$ cat src/rtl/pmt_threshold_trigger.sv
// pmt_threshold_trigger
// Single-bin coincidence trigger for PMT channels 0-2. Each channel's HG
// sample is compared against a slowly tracked baseline plus a threshold.
// When enough channels are above threshold together, one TRIGGER pulse is
// issued. The FSM then holds off for a fixed time and re-arms once all
// channels have dropped back below threshold.
module pmt_threshold_trigger #(
  parameter int HOLDOFF_CYCLES = 64,
  parameter int BASE_INIT      = 200,
  parameter int BASE_FRAC      = 4
) (
  input  logic        CLK,
  input  logic        RESET,
  input  logic        ENABLE,
  input  logic [11:0] THRESH,
  input  logic [1:0]  MULT,
  input  logic [23:0] ADC0_IN,
  input  logic [23:0] ADC1_IN,
  input  logic [23:0] ADC2_IN,
  output logic        TRIGGER,
  output logic [2:0]  TRIG_MASK,
  output logic [15:0] TRIG_COUNT,
  output logic [11:0] BASE0,
  output logic [11:0] BASE1,
  output logic [11:0] BASE2,
  output logic        ACTIVE
);

  localparam int ACC_W = 12 + BASE_FRAC;
  localparam logic [ACC_W-1:0] ACC_INIT  = ACC_W'(BASE_INIT << BASE_FRAC);
  localparam logic [11:0]      BASE_RST  = 12'(BASE_INIT);
  localparam logic [15:0]      HOLD_LOAD = 16'(HOLDOFF_CYCLES - 1);

  typedef enum logic [1:0] {IDLE, TRIG, HOLDOFF, REARM} state_t;

  state_t      state_q, state_d;
  logic [15:0] cnt_q, cnt_d;
  logic [2:0]  mask_q, mask_d;
  logic [15:0] count_q, count_d;

  logic [2:0]  above_q, above_d;
  logic [11:0] adc_hg [3];
  logic [11:0] base_w [3];
  logic        track_en;
  logic [1:0]  nabove;
  logic        coinc;

  // The LG halves of the packed words carry no information for this trigger.
  logic unused_lg;
  assign unused_lg = ^{ADC0_IN[11:0], ADC1_IN[11:0], ADC2_IN[11:0]};

  assign adc_hg[0] = ADC0_IN[23:12];
  assign adc_hg[1] = ADC1_IN[23:12];
  assign adc_hg[2] = ADC2_IN[23:12];

  // Baselines only follow the signal while the trigger is idle, so pulses
  // and their tails do not pull the pedestal estimate upward.
  assign track_en = (state_q == IDLE);

  genvar gi;
  generate
    for (gi = 0; gi < 3; gi++) begin : gen_ch
      logic [11:0]       hg_q;
      logic [ACC_W-1:0]  acc_q, acc_d;
      logic [11:0]       base_q;
      logic [ACC_W-1:0]  hg_ext;
      logic signed [12:0] amp;

      assign hg_ext = {hg_q, {BASE_FRAC{1'b0}}};

      // Signed excursion above baseline; negative values never exceed THRESH.
      assign amp         = $signed({1'b0, hg_q}) - $signed({1'b0, base_q});
      assign above_d[gi] = (amp > $signed({1'b0, THRESH}));
      assign base_w[gi]  = base_q;

      // One fractional LSB step toward the current sample, saturating at both ends.
      always_comb begin
        acc_d = acc_q;
        if (track_en && !above_q[gi]) begin
          if ((hg_ext > acc_q) && (acc_q != '1)) begin
            acc_d = acc_q + ACC_W'(1);
          end else if ((hg_ext < acc_q) && (acc_q != '0)) begin
            acc_d = acc_q - ACC_W'(1);
          end
        end
      end

      // Sample capture, baseline accumulator and its registered integer part.
      always_ff @(posedge CLK) begin
        if (RESET) begin
          hg_q   <= '0;
          acc_q  <= ACC_INIT;
          base_q <= BASE_RST;
        end else begin
          hg_q   <= adc_hg[gi];
          acc_q  <= acc_d;
          base_q <= acc_d[ACC_W-1:BASE_FRAC];
        end
      end
    end
  endgenerate

  // Per-channel above-threshold flags for the coincidence stage.
  always_ff @(posedge CLK) begin
    if (RESET) begin
      above_q <= '0;
    end else begin
      above_q <= above_d;
    end
  end

  assign nabove = {1'b0, above_q[0]} + {1'b0, above_q[1]} + {1'b0, above_q[2]};
  assign coinc  = (MULT != 2'd0) && (nabove >= MULT);

  // Trigger sequencer: next state, holdoff counter, mask capture and trigger count.
  always_comb begin
    state_d = state_q;
    cnt_d   = cnt_q;
    mask_d  = mask_q;
    count_d = count_q;
    case (state_q)
      IDLE: begin
        if (ENABLE && coinc) begin
          state_d = TRIG;
          mask_d  = above_q;
          count_d = count_q + 16'd1;
        end
      end
      TRIG: begin
        state_d = HOLDOFF;
        cnt_d   = HOLD_LOAD;
      end
      HOLDOFF: begin
        if (cnt_q == 16'd0) begin
          state_d = REARM;
        end else begin
          cnt_d = cnt_q - 16'd1;
        end
      end
      REARM: begin
        if (above_q == 3'b000) begin
          state_d = IDLE;
        end
      end
      default: state_d = IDLE;
    endcase
    // Dropping ENABLE abandons any sequence in progress but keeps the history.
    if (!ENABLE && (state_q != IDLE)) begin
      state_d = IDLE;
    end
  end

  // Sequencer state registers.
  always_ff @(posedge CLK) begin
    if (RESET) begin
      state_q <= IDLE;
      cnt_q   <= '0;
      mask_q  <= '0;
      count_q <= '0;
    end else begin
      state_q <= state_d;
      cnt_q   <= cnt_d;
      mask_q  <= mask_d;
      count_q <= count_d;
    end
  end

  assign TRIGGER    = (state_q == TRIG);
  assign ACTIVE     = (state_q != IDLE);
  assign TRIG_MASK  = mask_q;
  assign TRIG_COUNT = count_q;
  assign BASE0      = base_w[0];
  assign BASE1      = base_w[1];
  assign BASE2      = base_w[2];

endmodule

$ cat config.mk
export PLATFORM = sky130hd
export DESIGN_NAME = pmt_threshold_trigger
export DESIGN_NICKNAME = d
export VERILOG_FILES = /design/src/rtl/pmt_threshold_trigger.sv
export SDC_FILE = /design/constraint.sdc
export NUM_CORES = 1
export LEC_CHECK = 0
export BUFFER_PORTS_ARGS = -buffer_cell sky130_fd_sc_hd__buf_2
export CAP_MARGIN = 25
export CORE_MARGIN = 2
export CORE_UTILIZATION = 59
export CTS_CLUSTER_SIZE = 24
export DETAILED_ROUTE_END_ITERATION = 10
export GPL_ROUTABILITY_DRIVEN = 0
export PLACE_DENSITY_LB_ADDON = 0.25
export RECOVER_POWER = 100
export SYNTH_ARGS = -nofsm -noshare
export SYNTH_HDL_FRONTEND = slang
export SYNTH_SLANG_ARGS = --single-unit
$ cat constraint.sdc
create_clock -name CLK -period 6.4 [get_ports CLK]
set_input_delay 0.96 -clock CLK [delete_from_list [all_inputs] [get_ports CLK]]
set_output_delay 0.96 -clock CLK [all_outputs]
set_load 0.02 [all_outputs]
# After elaboration in Yosys (flattened, before gate mapping)
# Index checks and enable logic that the tools add are counted.
[word_totals] regBits=124 in_bits=89 output_inout_bits=57 wordCells=94
[op_classes] add_sub_neg=13 magnitude_cmp=10 n_eq_ne=10 n_mux=12 reduce_logical=35
[ops] cell="16-bit 2-to-1 mux" count=7
[ops] cell="16-bit by 1-bit adder with 16-bit output (second input constant)" count=4
[ops] cell="16-bit by 1-bit subtractor with 16-bit output (second input constant)" count=4
[ops] cell="16-bit greater-than comparator" count=3
[ops] cell="16-bit less-than comparator" count=3
[ops] cell="16-bit != test (second input constant)" count=3
[ops] cell="16-bit nonzero test" count=3
[ops] cell="13-bit greater-than comparator" count=3
[ops] cell="12-bit by 12-bit subtractor with 13-bit output" count=3
[ops] cell="16-bit case mux with 2 select lines" count=1
[ops] cell="16-bit logical NOT" count=1
[ops] cell="1-bit logical AND" count=12
[ops] cell="2-bit nonzero test" count=6
[ops] cell="2-bit AND reduction" count=5
[ops] cell="2-bit case mux with 4 select lines" count=1
[ops] cell="2-bit 2-to-1 mux" count=3
[ops] cell="2-bit != test (second input constant)" count=3
[ops] cell="2-bit equality test (second input constant)" count=2
[ops] cell="1-bit logical NOT" count=4
[ops] cell="3-bit logical NOT" count=1
[ops] cell="3-bit AND reduction" count=1
[ops] cell="1-bit by 1-bit adder with 2-bit output" count=1
[ops] cell="2-bit by 1-bit adder with 2-bit output" count=1
[ops] cell="2-bit by 1-bit equality test with 1-bit output (second input constant)" count=1
[ops] cell="4 further kinds" count=4

# Depth between registers and ports, before layout
# Gate-level depths: netlist of run 1.
[logic_depth] word_depth=7 ltp_mapped=17 ltp_nobuf=17

# Least setup slack after synthesis of run 1
# No wires, ideal clock.
[synth_path] path_type="register -> register" startpoint="reg gen_ch[0].acc_q[10]" endpoint="reg gen_ch[0].acc_q[15]" setup_time_ns=0.121 t_arrival_ns=4.375 required_time_ns=6.279 path_slack_ns=1.904 stages_incl_launch_ff=14 n_path_buf=0 period_less_slack_ns=4.496 path_cell_list="dfxtp_1 > inv_1 > ha_1 > nand4_1 > or2_2 > o31ai_1 > ha_1 > a211oi_1 > o21bai_1 > a21oi_1 > o211ai_1 > a311oi_1 > mux2i_1 > mux2_2"
[synth_between] elab_chain_len=4 word_cells_on_any_way=12 cone_classes="add/sub (2); order compare (2); eq/ne (1); mux (2); reduce/logical (5)"
[synth_lines] element="start: declaration" line_no="64" rtl="logic [ACC_W-1:0] acc_q, acc_d;"
[synth_lines] element="start signal: assignment" line_no="92" rtl="acc_q <= ACC_INIT;"
[synth_lines] element="start signal: assignment" line_no="96" rtl="acc_q <= acc_d;"
[synth_lines] element="16-bit greater-than comparator, or another cell as far along" line_no="80" rtl="if ((hg_ext > acc_q) && (acc_q != '1)) begin"
[synth_lines] element="1-bit logical AND (on tied branches)" line_no="80, 82"
[synth_lines] element="2-bit nonzero test (no line)"
[synth_lines] element="2-bit AND reduction (no line)"
# Several ways; a longest one is shown, not always the timed one. The select of a mux whose other input is x is not followed.
# A chain may end at the register's enable or synchronous reset.

# Worst setup path after layout of run 1
[layout_path] startpoint="reg gen_ch[0].acc_q[9]" endpoint="reg gen_ch[0].acc_q[15]"
# Same word-level chain as after synthesis.

==> results of run 1 <==
layer usage:
| layer | GRT usage | routed length [um] | up-vias |
|---|---|---|---|
| met5 | 0 | 27 | - |
| met4 | 0.0938 | 492 | 4 |
| met3 | 0.0655 | 1310 | 46 |
| met2 | 0.438 | 10500 | 186 |
| met1 | 0.339 | 10400 | 3983 |
| li1 | - | - | 4368 |
worst min-delay path, stage by stage (launching register included):
cell and delay, ns:
dfxtp_1 0.31, nand3_1 0.06, a21oi_1 0.05
registers in the layout (all words and copies together) (netlist names):
signal,count
gen_ch.acc_q,48
gen_ch.hg_q,36
TRIG_COUNT,16
cnt_q,16
TRIG_MASK,3
above_q,3
state_q,2
power groups by stage:
stage / combinational [mW] / sequential [mW] / clock, mW
finish: 3.60 / 1.18 / 0.903
CTS: 3.63 / 1.17 / 0.916
global route: 4.05 / 1.21 / 0.949
detailed placement: 3.59 / 1.19 / 0
global placement: 3.52 / 1.18 / 0
floorplan: 3.04 / 1.11 / 0
cells in the final DEF, fill, tap and decap left out, types with 18 or more instances in the layout:
cell	instances
ha_1	125
dfxtp_1	124
nand2_1	55
nor2_1	102
nand3_1	23
inv_1	95
nor2b_1	57
buf_2	51
a21o_1	26
nand4_1	35
xnor2_1	53
o21ai_0	55
xor2_1	29
a21oi_1	86
clkbuf_1	62
o21a_1	18
nor4_1	20
nor3_1	25
mux2i_1	27
logic make-up (layout without fill, tap and decap cells):
family                     after synthesis  in the layout  share of synthesized area
and+or+nand+nor                        387            387                      0.208
DFF                                    124            124                      0.253
buffers and inverters                  155            241                     0.0748
xor gates and xnor gates                82             82                     0.0731
muxes                                   36             36                     0.0377
adders and majority gates              132            132                      0.173
AOI/OAI and AO/OA                      270            270                      0.180
other                                    0              1                          0
worst paths after layout:
path / startpoint / to / slack (ns) / cells past startpoint
setup / recovery: gen_ch[0].acc_q[9]$_SDFFE_PP0P_ / gen_ch[0].acc_q[15]$_SDFFE_PP0P_ / 1.12 / 17
hold / removal: cnt_q[14]$_SDFFE_PP0P_ / cnt_q[14]$_SDFFE_PP0P_ / 0.48 / 2
setup reg to reg: gen_ch[0].acc_q[9]$_SDFFE_PP0P_ / gen_ch[0].acc_q[15]$_SDFFE_PP0P_ / 1.12 / 17
hold reg to reg: cnt_q[14]$_SDFFE_PP0P_ / cnt_q[14]$_SDFFE_PP0P_ / 0.48 / 2
area by class of cell:
type                       instances  area share
antenna                            1    0.000233
clock buffer                      19      0.0412
clock inverter                    13     0.00988
inverter                          96      0.0335
multi-input combinational        907       0.613
sequential                       124       0.231
tap                              220      0.0256
timing repair buffer             113      0.0457
metrics by stage:
stage               hold slack (ns)  utilization  instances
floorplan                     0.446            -       1186
global placement              0.453        0.629       1460
detailed placement            0.468        0.629       1460
CTS                           0.477        0.662       1492
global route                  0.516        0.656       1492
finish                        0.475        0.656       1493
==> flow_summary.toml, run 1 <==
[placement]
place_ws_ns = 1.52
hpwl_mm = 17.1
placed_area_mm2 = 0.0103
port_buffers = 109

[status]
violations = "max-capacitance violations, max-slew violations"
status = "complete, but fails checks"

[layout]
multiInputGateArea_mm2 = 0.00660
seqCellArea_mm2 = 0.00248
final_area_mm2 = 0.0108
drive_above_1_share = 0.0849
fin_nets = 1480
area_delta_synth_final_pct = 9.53
fillers = 1428

[logic_synthesis]
synth.area.top_cells = "dfxtp_1, ha_1, xnor2_1"
synth_top_area_frac = 0.253
synth_common_cells = "ha_1, dfxtp_1, nor2_1"
async_flop_share = 0
syn_area_per_cell_um2 = 8.28
synth-edff-count = 0
synth_largest_area_cell = "dfxtp_1"
ys_ff_latch = 124
synth_ff_type = "dfxtp_1"
ys_seq_area_frac = 0.253
synth_nets = 1407
mappedNetlistArea_mm2 = 0.00982
synth_cells = 1186
yosysWarnings = 0
synth.most_common_cell = "ha_1"
synth_cell_type_count = 74

[global_route]
grt_pass1_wl_mm = 38.4
antenna_found_initial = 3
grt_max_degree = 59
grtUsageTotal = 0.266
grt_pass1_vias = 8102
grt-ovfl-total = 0

[cts]
ctsHoldBuffers = 0
clk_latency_ns = 0.44
cts_setup_buffers = 0
clock-sinks = 124
ctsHtreeMaxLevel = 4
cts_tree = "built"
clkTransAtPathRegs_ns = 0.06
cts_resized = 0
cts_buffers = 17
clockBufferDepth = 2
clockRootBuffer = "clkbuf_16"

[critical_path]
path_class = "reg2reg"
cp_slowest_cell = "clkbuf_1"
crit_buf_inv = 2
crit_path_max_fanout = 15
worstPathArrival_ns = 5.61
cp.required_ns = 6.72
end_kind = "flop"
start_kind = "flop"
critPathTopFamily = "compound AO/OA/AOI/OAI gates"
cp_cell_sequence = "inv_1, ha_1, a21oi_1, o21ai_0, a221oi_1, o21a_1, nor2_1, o31ai_2, clkbuf_1, ha_1, a211oi_1, o21bai_1, a21oi_1, o211ai_1, a311oi_1, mux2i_1, mux2_2"
worst_path_largest_cell_delay_ns = 0.58

[routing]
drtIter0Drc = 472
drc_errors = 0
firstDrtPassIters = 5
vias = 8587
wire_per_inst_um = 15.2
via_per_inst = 5.75
antenna_left = 0
drt-total-wl_mm = 22.8

[sta]
slew_violations = 117
finClkSkew_ns = 0.00862
worstMarginPinSlew_ns = 2.67
setup_viol = 0
fmax_ghz = 0.189
layout_setup_ws_ns = 1.12
final_hold_viol_count = 0
rsz0062_at_grt = "no"
max-slew-margin-rel = -0.777
min_period_over_period = 0.826
period_needed_ns = 5.28
setup_tns_ns = 0

[pwr]
p_switching_mw = 2.64
switching_share = 0.465
leakage_nw = 4.70
ir_worst_vdd_mv = 0.384
pwr-share-clk = 0.159
p_per_area_mw_per_mm2 = 528
p_seq_frac = 0.208
p_int_mw = 3.04
p_comb_frac = 0.634
power_mw = 5.68

[floorplan]
die_h_um = 133
num_rows = 47
core_area_mm2 = 0.0164
die_area_mm2 = 0.0177
io_pins = 146
die_w_um = 133
initial_core_util = 0.599

[run]
cap_viol_max_count = 2

[worst_hold_path]
hp-class = "reg2reg"
Note: power is estimated with default switching activity, not from simulation.
==> inputs of run 2 (changes only) <==
ABC_AREA = 1   (was not set)
clock period = 5.1 ns   (was 6.4 ns; I/O delays follow)
==> flow_summary.toml, run 2 <==
[status]
status = "complete, no violations"

[critical_path]
cp.required_ns = 5.42
crit_path_max_fanout = 14
start_kind = "flop"
path_class = "reg2reg"
end_kind = "flop"
r2r_setup_slack_ns = 1.30
worstPathArrival_ns = 4.12

[floorplan]
io_pins = 146
die_area_mm2 = 0.0182
initial_core_util = 0.606
num_rows = 47
die_w_um = 135
die_h_um = 135
core_area_mm2 = 0.0167

[sta]
rsz0062_at_grt = "no"
worstMarginPinSlew_ns = 1.00
final_hold_viol_count = 0
finClkSkew_ns = 0.0101
layout_setup_ws_ns = 1.30
slew_violations = 0
period_needed_ns = 3.80
max-slew-margin-rel = 0.331
fmax_ghz = 0.263
hold_slack_ns = 0.469
setup_tns_ns = 0
min_period_over_period = 0.746
setup_viol = 0

[cts]
ctsHtreeMaxLevel = 4
cts_resized = 0
ctsHoldBuffers = 0
cts_buffers = 17
cts_setup_buffers = 0
clock-sinks = 124
clockBufferDepth = 2
clockRootBuffer = "clkbuf_16"
cts_tree = "built"
clk_latency_ns = 0.43
clkTransAtPathRegs_ns = 0.06

[layout]
regMostFlops = "gen_ch.acc_q"
fin_cells = 1793
final_cell_mix = "nand2_1, inv_1, nor2_1, a21oi_1, ha_1"
largest_register_ffs = 48
utilization = 0.663
diodes = 0
fin_nets = 1781
layout_commonest_cell = "nand2_1"
reg_top3 = "gen_ch.acc_q (48), gen_ch.hg_q (36)"
area_delta_synth_final_pct = 9.43
drive_above_1_share = 0.0648

[routing]
drc_errors = 0
antenna_left = 0
drtIter0Drc = 618
wl_met2_mm = 11.4
via_per_inst = 5.33
dr_wl_met3_mm = 1.29
vias = 9555
drt-total-wl_mm = 24.3
highest-signal-layer = "met5"
wire_per_inst_um = 13.6
firstDrtPassIters = 5
wl_met1_mm = 11.1

[pwr]
leakage_nw = 5.65
p_seq_frac = 0.192
p_switching_mw = 3.87
pwr-share-clk = 0.164
p_comb_frac = 0.644
switching_share = 0.507
p_per_area_mw_per_mm2 = 689
ir_worst_vdd_mv = 0.410
p_int_mw = 3.76

[worst_hold_path]
hp-class = "reg2reg"

[logic_synthesis]
ys_seq_area_frac = 0.245
synth_cells = 1485
syn_area_per_cell_um2 = 6.81
synth_cell_type_count = 51
mappedNetlistArea_mm2 = 0.0101
synth-edff-count = 0
synth_largest_area_cell = "dfxtp_1"
synth_top_area_frac = 0.245
synth.area.top_cells = "dfxtp_1, ha_1, nand2_1"
yosysWarnings = 0
ys_ff_latch = 124
synth_ff_type = "dfxtp_1"
async_flop_share = 0
synth.most_common_cell = "nand2_1"
synth_common_cells = "nand2_1, inv_1, nor2_1"
synth_nets = 1706

[global_route]
grt_max_degree = 59
grtUsageTotal = 0.275
grt_pass1_wl_mm = 41.2
grt_pass1_vias = 9065
grt-ovfl-total = 0
antenna_found_initial = 1

[placement]
port_buffers = 109
hpwl_mm = 18.5
dp.cells = 1761
place_ws_ns = 1.53

[run]
cap_viol_max_count = 0
==> run 2: cell families after synthesis <==
family	count (synthesis)	synth area share
AND/OR/NAND/NOR	588	0.246
AO/OA/AOI/OAI	289	0.160
buffers and inverters	286	0.124
adder cells (fa/ha/maj)	132	0.168
flip-flops	124	0.245
XOR/XNOR	66	0.0571
==> run 2: final timing paths <==
check,to,depth (start not counted),startpoint
max,gen_ch[1].acc_q[15]$_SDFFE_PP0P_,22,gen_ch[1].acc_q[9]$_SDFFE_PP0P_
min,cnt_q[14]$_SDFFE_PP0P_,1,cnt_q[14]$_SDFFE_PP0P_
max reg2reg,gen_ch[1].acc_q[15]$_SDFFE_PP0P_,22,gen_ch[1].acc_q[9]$_SDFFE_PP0P_
min reg2reg,cnt_q[14]$_SDFFE_PP0P_,1,cnt_q[14]$_SDFFE_PP0P_
==> run 2: final cells by class <==
| class | instances | area, um^2 |
|---|---|---|
| multi-input cells | 1075 | 6350 |
| well taps | 220 | 275 |
| clock inverters | 12 | 165 |
| inverters | 230 | 863 |
| clock buffers | 20 | 447 |
| flip-flops and latches | 124 | 2480 |
| fillers | 1554 | 5630 |
| repair buffers | 112 | 493 |
==> run 2: worst max-delay path, cell delays in order (launching register included) <==
cell and delay, ns:
dfxtp_1 0.46, inv_1 0.12, ha_1 0.37, nand2_1 0.09
nor2_1 0.12, nand2_1 0.11, inv_1 0.09, nand2_1 0.07
clkinv_1 0.05, nor2_1 0.05, nor2_1 0.25, inv_1 0.30
ha_1 0.47, a21oi_1 0.27, nand2_1 0.09, nand3_1 0.07
nand2_1 0.05, a21oi_1 0.24, nor2_1 0.08, nor2_1 0.14
nand3_1 0.09, nand2_1 0.06, nor2_1 0.06
==> run 2: through the flow <==
stage               instance area (um^2)  total power [mW]
global placement                   10600              6.25
global route                       11100              8.42
finish                             11100              7.63
floorplan                          10100              5.52
CTS                                11200              7.68
detailed placement                 10600              6.38
==> run 2: routing by layer <==
layer	GRT usage	vias up
li1	-	4986
met1	0.353	4282
met2	0.472	244
met3	0.0499	41
met4	0.0799	2
met5	0	-
==> run 2: power groups by stage <==
stage	clock [mW]	sequential (mW)	combinational [mW]
2_1_floorplan	0	1.40	4.12
4_1_cts	1.26	1.46	4.96
6_report	1.25	1.46	4.92
5_1_grt	1.31	1.49	5.62
3_3_place_gp	0	1.47	4.78
3_5_place_dp	0	1.47	4.90
